## src/rtl/alu_seq_ctrl.sv

```systemverilog
// Multi-cycle sequencer for the 16-bit ALU datapath (READ_A/READ_B/EXEC/WRITE/DONE).
// Optional retired-instruction counter on perf_count when ALU_SEQ_PERF_EN is defined.
module alu_seq_ctrl #(
  parameter int RN_W   = 3,
  parameter int PERF_W = 16
) (
  input  logic              clk,
  input  logic              reset_n,
  input  logic              start,
  input  logic [1:0]        instr_op,
  input  logic [RN_W-1:0]   instr_rd,
  input  logic [RN_W-1:0]   instr_rn,
  input  logic [RN_W-1:0]   instr_rm,
  input  logic              instr_wb,
  input  logic              status_in,
  output logic [RN_W-1:0]   rf_rd_num,
  output logic [RN_W-1:0]   rf_wr_num,
  output logic              rf_write,
  output logic              loada,
  output logic              loadb,
  output logic              loadc,
  output logic [1:0]        alu_op,
  output logic              busy,
  output logic              done,
`ifdef ALU_SEQ_PERF_EN
  output logic [PERF_W-1:0] perf_count,
`endif
  output logic              z_flag
);

  typedef enum logic [2:0] {
    S_IDLE   = 3'd0,
    S_READ_A = 3'd1,
    S_READ_B = 3'd2,
    S_EXEC   = 3'd3,
    S_WRITE  = 3'd4,
    S_DONE   = 3'd5
  } state_t;

  state_t            r_state, w_state_nxt;
  logic [1:0]        r_op, w_op_nxt;
  logic [RN_W-1:0]   r_rd, r_rn, r_rm, w_rd_nxt, w_rn_nxt, w_rm_nxt;
  logic              r_wb, w_wb_nxt;

  logic [RN_W-1:0]   r_rf_rd_num, r_rf_wr_num, w_rf_rd_num, w_rf_wr_num;
  logic              r_rf_write, r_loada, r_loadb, r_loadc, r_busy, r_done, r_z_flag;
  logic              w_rf_write, w_loada, w_loadb, w_loadc, w_busy, w_done;
  logic [1:0]        r_alu_op, w_alu_op;

  // Next state and instruction latch; start is only looked at in IDLE.
  always_comb begin
    w_state_nxt = r_state;
    w_op_nxt    = r_op;
    w_rd_nxt    = r_rd;
    w_rn_nxt    = r_rn;
    w_rm_nxt    = r_rm;
    w_wb_nxt    = r_wb;
    case (r_state)
      S_IDLE: begin
        if (start) begin
          w_state_nxt = S_READ_A;
          w_op_nxt    = instr_op;
          w_rd_nxt    = instr_rd;
          w_rn_nxt    = instr_rn;
          w_rm_nxt    = instr_rm;
          w_wb_nxt    = instr_wb;
        end else begin
          w_state_nxt = S_IDLE;
        end
      end
      S_READ_A: w_state_nxt = (r_op == 2'b11) ? S_EXEC : S_READ_B;
      S_READ_B: w_state_nxt = S_EXEC;
      S_EXEC:   w_state_nxt = r_wb ? S_WRITE : S_DONE;
      S_WRITE:  w_state_nxt = S_DONE;
      S_DONE:   w_state_nxt = S_IDLE;
      default:  w_state_nxt = S_IDLE;
    endcase
  end

  // Outputs decoded from the upcoming state so the registered copies are Moore-aligned.
  always_comb begin
    w_rf_rd_num = {RN_W{1'b0}};
    w_rf_wr_num = {RN_W{1'b0}};
    w_rf_write  = 1'b0;
    w_loada     = 1'b0;
    w_loadb     = 1'b0;
    w_loadc     = 1'b0;
    w_alu_op    = 2'b00;
    w_done      = 1'b0;
    w_busy      = (w_state_nxt != S_IDLE);
    case (w_state_nxt)
      S_IDLE:   w_busy = 1'b0;
      S_READ_A: begin
        w_rf_rd_num = w_rn_nxt;
        w_loada     = 1'b1;
      end
      S_READ_B: begin
        w_rf_rd_num = w_rm_nxt;
        w_loadb     = 1'b1;
      end
      S_EXEC: begin
        w_alu_op = w_op_nxt;
        w_loadc  = 1'b1;
      end
      S_WRITE: begin
        w_rf_write  = 1'b1;
        w_rf_wr_num = w_rd_nxt;
        w_alu_op    = w_op_nxt;
      end
      S_DONE:   w_done = 1'b1;
      default:  w_busy = 1'b0;
    endcase
  end

  // State, instruction latch, registered outputs and zero flag.
  always_ff @(posedge clk or negedge reset_n) begin
    if (!reset_n) begin
      r_state     <= S_IDLE;
      r_op        <= 2'b00;
      r_rd        <= {RN_W{1'b0}};
      r_rn        <= {RN_W{1'b0}};
      r_rm        <= {RN_W{1'b0}};
      r_wb        <= 1'b0;
      r_rf_rd_num <= {RN_W{1'b0}};
      r_rf_wr_num <= {RN_W{1'b0}};
      r_rf_write  <= 1'b0;
      r_loada     <= 1'b0;
      r_loadb     <= 1'b0;
      r_loadc     <= 1'b0;
      r_alu_op    <= 2'b00;
      r_busy      <= 1'b0;
      r_done      <= 1'b0;
      r_z_flag    <= 1'b0;
    end else begin
      r_state     <= w_state_nxt;
      r_op        <= w_op_nxt;
      r_rd        <= w_rd_nxt;
      r_rn        <= w_rn_nxt;
      r_rm        <= w_rm_nxt;
      r_wb        <= w_wb_nxt;
      r_rf_rd_num <= w_rf_rd_num;
      r_rf_wr_num <= w_rf_wr_num;
      r_rf_write  <= w_rf_write;
      r_loada     <= w_loada;
      r_loadb     <= w_loadb;
      r_loadc     <= w_loadc;
      r_alu_op    <= w_alu_op;
      r_busy      <= w_busy;
      r_done      <= w_done;
      r_z_flag    <= (r_state == S_EXEC) ? status_in : r_z_flag;
    end
  end

`ifdef ALU_SEQ_PERF_EN
  logic [PERF_W-1:0] r_perf_count;

  // Retired-instruction counter, wraps naturally at 2**PERF_W.
  always_ff @(posedge clk or negedge reset_n) begin
    if (!reset_n) begin
      r_perf_count <= {PERF_W{1'b0}};
    end else if (r_state == S_DONE) begin
      r_perf_count <= r_perf_count + {{(PERF_W-1){1'b0}}, 1'b1};
    end else begin
      r_perf_count <= r_perf_count;
    end
  end

  assign perf_count = r_perf_count;
`endif

  assign rf_rd_num = r_rf_rd_num;
  assign rf_wr_num = r_rf_wr_num;
  assign rf_write  = r_rf_write;
  assign loada     = r_loada;
  assign loadb     = r_loadb;
  assign loadc     = r_loadc;
  assign alu_op    = r_alu_op;
  assign busy      = r_busy;
  assign done      = r_done;
  assign z_flag    = r_z_flag;

endmodule

```

## config.mk

```make
export PLATFORM = sky130hd
export DESIGN_NAME = alu_seq_ctrl
export DESIGN_NICKNAME = d
export VERILOG_FILES = /design/src/rtl/alu_seq_ctrl.sv
export SDC_FILE = /design/constraint.sdc
export NUM_CORES = 1
export LEC_CHECK = 0
export ABC_AREA = 0
export CAP_MARGIN = 20
export CORE_ASPECT_RATIO = 0.8
export CORE_MARGIN = 1.5
export CORE_UTILIZATION = 30
export CTS_CLUSTER_DIAMETER = 40
export DETAILED_ROUTE_END_ITERATION = 10
export SLEW_MARGIN = 15
export SYNTH_ARGS = -nofsm -noshare
export SYNTH_HDL_FRONTEND = slang
export SYNTH_SLANG_ARGS = --single-unit
```

## constraint.sdc

```tcl
create_clock -name clk -period 1.8 [get_ports clk]
set_clock_uncertainty 0.15 [all_clocks]
set_input_delay 0.36 -clock clk [delete_from_list [all_inputs] [get_ports clk]]
set_output_delay 0.36 -clock clk [all_outputs]
set_load 0.1 [all_outputs]
```

**Word level (Yosys, flattened, before mapping)**

Cells that the tools add are included.

- Reductions and logical operators: 5
- Muxes and demuxes: 21
- Eq/ne operators: 10

Operators by type and width:

| operator | count |
|---|---|
| 3-bit 2-to-1 mux | 7 |
| 3-bit case mux with 5 select lines | 1 |
| 3-bit by 2-bit == test with 1-bit output, second input constant | 4 |
| 3-bit == test, second input constant | 3 |
| 1-bit 2-to-1 mux | 9 |
| 3-bit by 1-bit == test with 1-bit output, second input constant | 2 |
| 2-bit 2-to-1 mux | 3 |
| 3-bit case mux with 2 select lines | 1 |
| 5-bit OR reduction | 1 |
| 3-bit logical NOT | 1 |
| 3-bit nonzero test | 1 |
| 2-bit == test, second input constant | 1 |
| 2-bit AND reduction | 1 |
| 2-bit OR reduction | 1 |

- Output and inout bits: 15
- Input port bits: 16
- Logic and storage cells: 52
- Register bits after elaboration: 30

**Longest topological paths before layout**

- Depth after elaboration: 6
- Mapped depth: 4
- Gate-level depth less buffers: 3

**Least setup slack after synthesis**

OpenSTA, ideal clock, no wires.

- Path type: register to register
- Start: register r_state[1]
- End: register r_rf_wr_num[0] (netlist: rf_wr_num[0])
- Clock period less this slack: 1.760 ns
- Path buffers: 1
- Setup time: 0.118 ns
- Data required time: 1.532 ns
- Data arrival time: 1.492 ns
- Stages on the path, launching flop included: 5
- Path slack: 0.040 ns
- Cells stage by stage: dfrtp_1 -> buf_6 -> nor4b_4 -> mux2_2 -> and2b_1

- Elaborated cells between the ends (all ways): 9
- Those cells by class: 5 x eq/ne; 3 x mux; 1 x reduce/logical

RTL lines:

| what | RTL line | RTL |
|---|---|---|
| start: declaration | 40 | `state_t r_state, w_state_nxt;` |
| start signal: assignment | 135 | `r_state <= w_state_nxt;` |
| 3-bit logical NOT | 58 | `case (r_state)` |
| 3-bit 2-to-1 mux | 58 |  |
| via w_rd_nxt[0] | 42 | `logic [RN_W-1:0] r_rd, r_rn, r_rm, w_rd_nxt, w_rn_nxt, w_rm_nxt;` |
| 3-bit 2-to-1 mux | 91 | `case (w_state_nxt)` |
| via w_rf_wr_num[0] | 45 | `logic [RN_W-1:0] r_rf_rd_num, r_rf_wr_num, w_rf_rd_num, w_rf_wr_num;` |
| end signal: assignment | 125 | `r_rf_wr_num <= {RN_W{1'b0}};` |
| end signal: assignment | 142 | `r_rf_wr_num <= w_rf_wr_num;` |
| end: declaration | 45 |  |

The timed path passes the listed nets, and every way through them passes these cells.
A chain may end at the register's enable or synchronous reset.

**Final worst setup path**

- Start: register r_state[1]
- End: register r_rf_wr_num[2] (netlist: rf_wr_num[2])

Same word-level chain as after synthesis.

==> flow_summary_export.csv <==
group,metric,value,unit
outcome,outcome,"completed",
cells_and_area,n_antenna_cell,0,
clock_tree,cts-resized-gates,0,
worst_setup_path,crit_start,"r_state[1]$_DFF_PN0_",
worst_setup_path,cp.arrival,1.64,ns
drt,first_pass_iters,4,
global_routing,grt_pass1_wl,3.139,mm
timing,fmax,611.6,MHz
floorplan,std_cell_rows,19,
floorplan,chipHeight,56.01,um
clock_tree,cts_max_path_buffers,2,
global_routing,grt_pass1_vias,680,
logic_synthesis,synth_ff_type,"dfrtp_1",
timing,relSlewSlack,0.7827,
timing,min_period,1.635,ns
worst_setup_path,slowest_delay,0.41,ns
clock_tree,postCtsSetupBuffers,0,
logic_synthesis,syn_area,1054,um^2
drt,dr_wl_met3,99,um
min_path,worstHoldStart,"start",
drt,viasPerCell,4.294,
logic_synthesis,synth_area_per_cell,14.24,um^2
clock_tree,cts_buffers,3,
worst_setup_path,worstSetupStartpointType,"register",
timing,finalMaxSlewViolations,0,
worst_setup_path,r2r-start,"r_state[1]$_DFF_PN0_",
global_routing,antenna_found_initial,0,
logic_synthesis,yosysSeqAreaShare,0.6413,
timing,tightestPinTransition,0.3231,ns
run,max_cap_viol_count,0,
worst_setup_path,cp-end-kind,"register",
timing,rsz0062_at_grt,"false",
clock_tree,cts_tree,"built",
cells_and_area,final_cell_mix,"dfrtp_1 (27), buf_12 (15), clkdlybuf4s50_1 (14), mux2_2 (8), buf_4 (7)",
clock_tree,cts_root_buf,"clkbuf_8",
logic_synthesis,synth_seq_cells,27,
timing,min_period_over_period,0.9084,
placement,dp_hpwl,1.392,mm
clock_tree,htree_levels,1,
cells_and_area,utilization,0.4763,
drt,vias,657,
drt,route.antenna.remaining_nets,0,
logic_synthesis,synthArstFlopShare,1.000,
worst_setup_path,worst_ep_required_time,1.81,ns
cells_and_area,layout_commonest_cell,"dfrtp_1",
global_routing,grt_overflow_total,0,
timing,setup_viol,0,
logic_synthesis,synth_top_area_frac,0.6413,
drt,wirelength,1.784,mm
floorplan,die_area,3879,um^2
floorplan,start_util,0.3099,
cells_and_area,syn2layout_area_growth,53.68,%
global_routing,grt_usage,0.1024,
logic_synthesis,synth_area_leaders,"dfrtp_1 (64%), mux2_2 (8.6%), buf_6 (3.2%)",
drt,initialDrtViolationCount,25,
floorplan,coreArea,3400,um^2
min_path,hp-class,"in -> reg",
worst_setup_path,cp_slowest_cell,"dfrtp_1",
clock_tree,cts.sinks,27,
floorplan,ioPinCount,31,
clock_tree,clk_pin_slew,0.08,ns
worst_setup_path,critPathMaxFanout,4,
clock_tree,hold_buffers,0,
floorplan,die_x,69.26,um
drt,drc,0,
global_routing,grt_max_degree,28,
logic_synthesis,syn_nets,90,
placement,portBuffers,30,
logic_synthesis,synth_warnings,0,
drt,wl_met2,849,um
placement,gp_congestion,0.7175,
drt,wl_per_cell,11.66,um
drt,topRoutingLayerUsed,"met3",
timing,hold_viol,0,
logic_synthesis,synthCells,74,
cells_and_area,layout.nets,128,
clock_tree,insertion_delay,0.26,ns
logic_synthesis,netlist.top_cell.by_area,"dfrtp_1",
worst_setup_path,setup.worst_path.class,"reg -> reg",
cells_and_area,layout-drive-gt1-share,0.3243,
logic_synthesis,synth_edf_count,0,
worst_setup_path,reg2reg_slack,0.16,ns
worst_setup_path,cp_cell_sequence,"nor4b_4 -> buf_4 -> mux2_2 -> and2b_1",
drt,met1Wirelength,835,um
logic_synthesis,synth_cell_types,25,
final timing paths:
kind                                     endpoint  cells past startpoint
min reg2reg                rf_rd_num[0]$_DFF_PN0_                      1
max in group asynchronous  rf_rd_num[1]$_DFF_PN0_                      2
min                                busy$_DFF_PN0_                      3
max reg2reg                rf_wr_num[2]$_DFF_PN0_                      4
max                        rf_wr_num[2]$_DFF_PN0_                      4
min in group asynchronous      rf_write$_DFF_PN0_                      2
worst max-delay path: cells and delay by family (launching register included):
family	cells	cell delay, ns
and+or+nand+nor	2	0.44
DFF	1	0.41
buffers and inverters	1	0.18
muxes	1	0.34
synthesized netlist by cell type, types with 2 or more instances:
master    instances
buf_6             3
a21oi_1           2
a22o_1            3
and2b_1           3
inv_1             2
nand2_1           5
dfrtp_1          27
o21ai_0           2
mux2i_1           2
mux2_2            8
nor2_1            2
nand2b_1          2
kinds of logic after synthesis:
kind of cell	Yosys count	share of synthesized area
flops	27	0.6413
simple gates	21	0.1390
buf+inv	6	0.04275
mux	11	0.1188
compound gates	9	0.05821
registers in the layout, summed over array words and instances (netlist names):
register   cells
loadc          1
rf_rd_num      3
busy           1
rf_write       1
done           1
rf_wr_num      3
alu_op         2
z_flag         1
loadb          1
r_state        3
r_rd           3
r_wb           1
r_op           2
loada          1
r_rm           3
cell type report:
class / count / area, um^2
inverters: 2 / 7.507
well taps: 42 / 52.55
clock buffers: 4 / 45.04
repair buffers: 37 / 505.5
fillers: 305 / 1780
multi-input cells: 41 / 332.8
flip-flops and latches: 27 / 675.6
per-stage QoR:
stage | hold WS, ns | setup slack (ns) | cells | cell area, um^2 | TNS, ns
3_3_place_gp | 0.3220 | -0.2255 | 149 | 1572 | -1.524
2_1_floorplan | -0.08559 | 0.03954 | 74 | 1054 | 0
3_5_place_dp | 0.3268 | -0.2440 | 149 | 1572 | -1.921
4_1_cts | 0.3415 | 0.04176 | 153 | 1617 | 0
6_report | 0.3022 | 0.1648 | 153 | 1619 | 0
5_1_grt | 0.3303 | 0.07643 | 153 | 1619 | 0
layer usage:
layer / vias up / track usage
li1: 326 / -
met1: 314 / 0.1302
met2: 17 / 0.1662
met3: 0 / 0.03261
met4: 0 / 0.03361
met5: - / 0
Power is left out: the tool's default activity adds up to more than one toggle a clock period on the data nets, which glitch-free logic cannot reach.
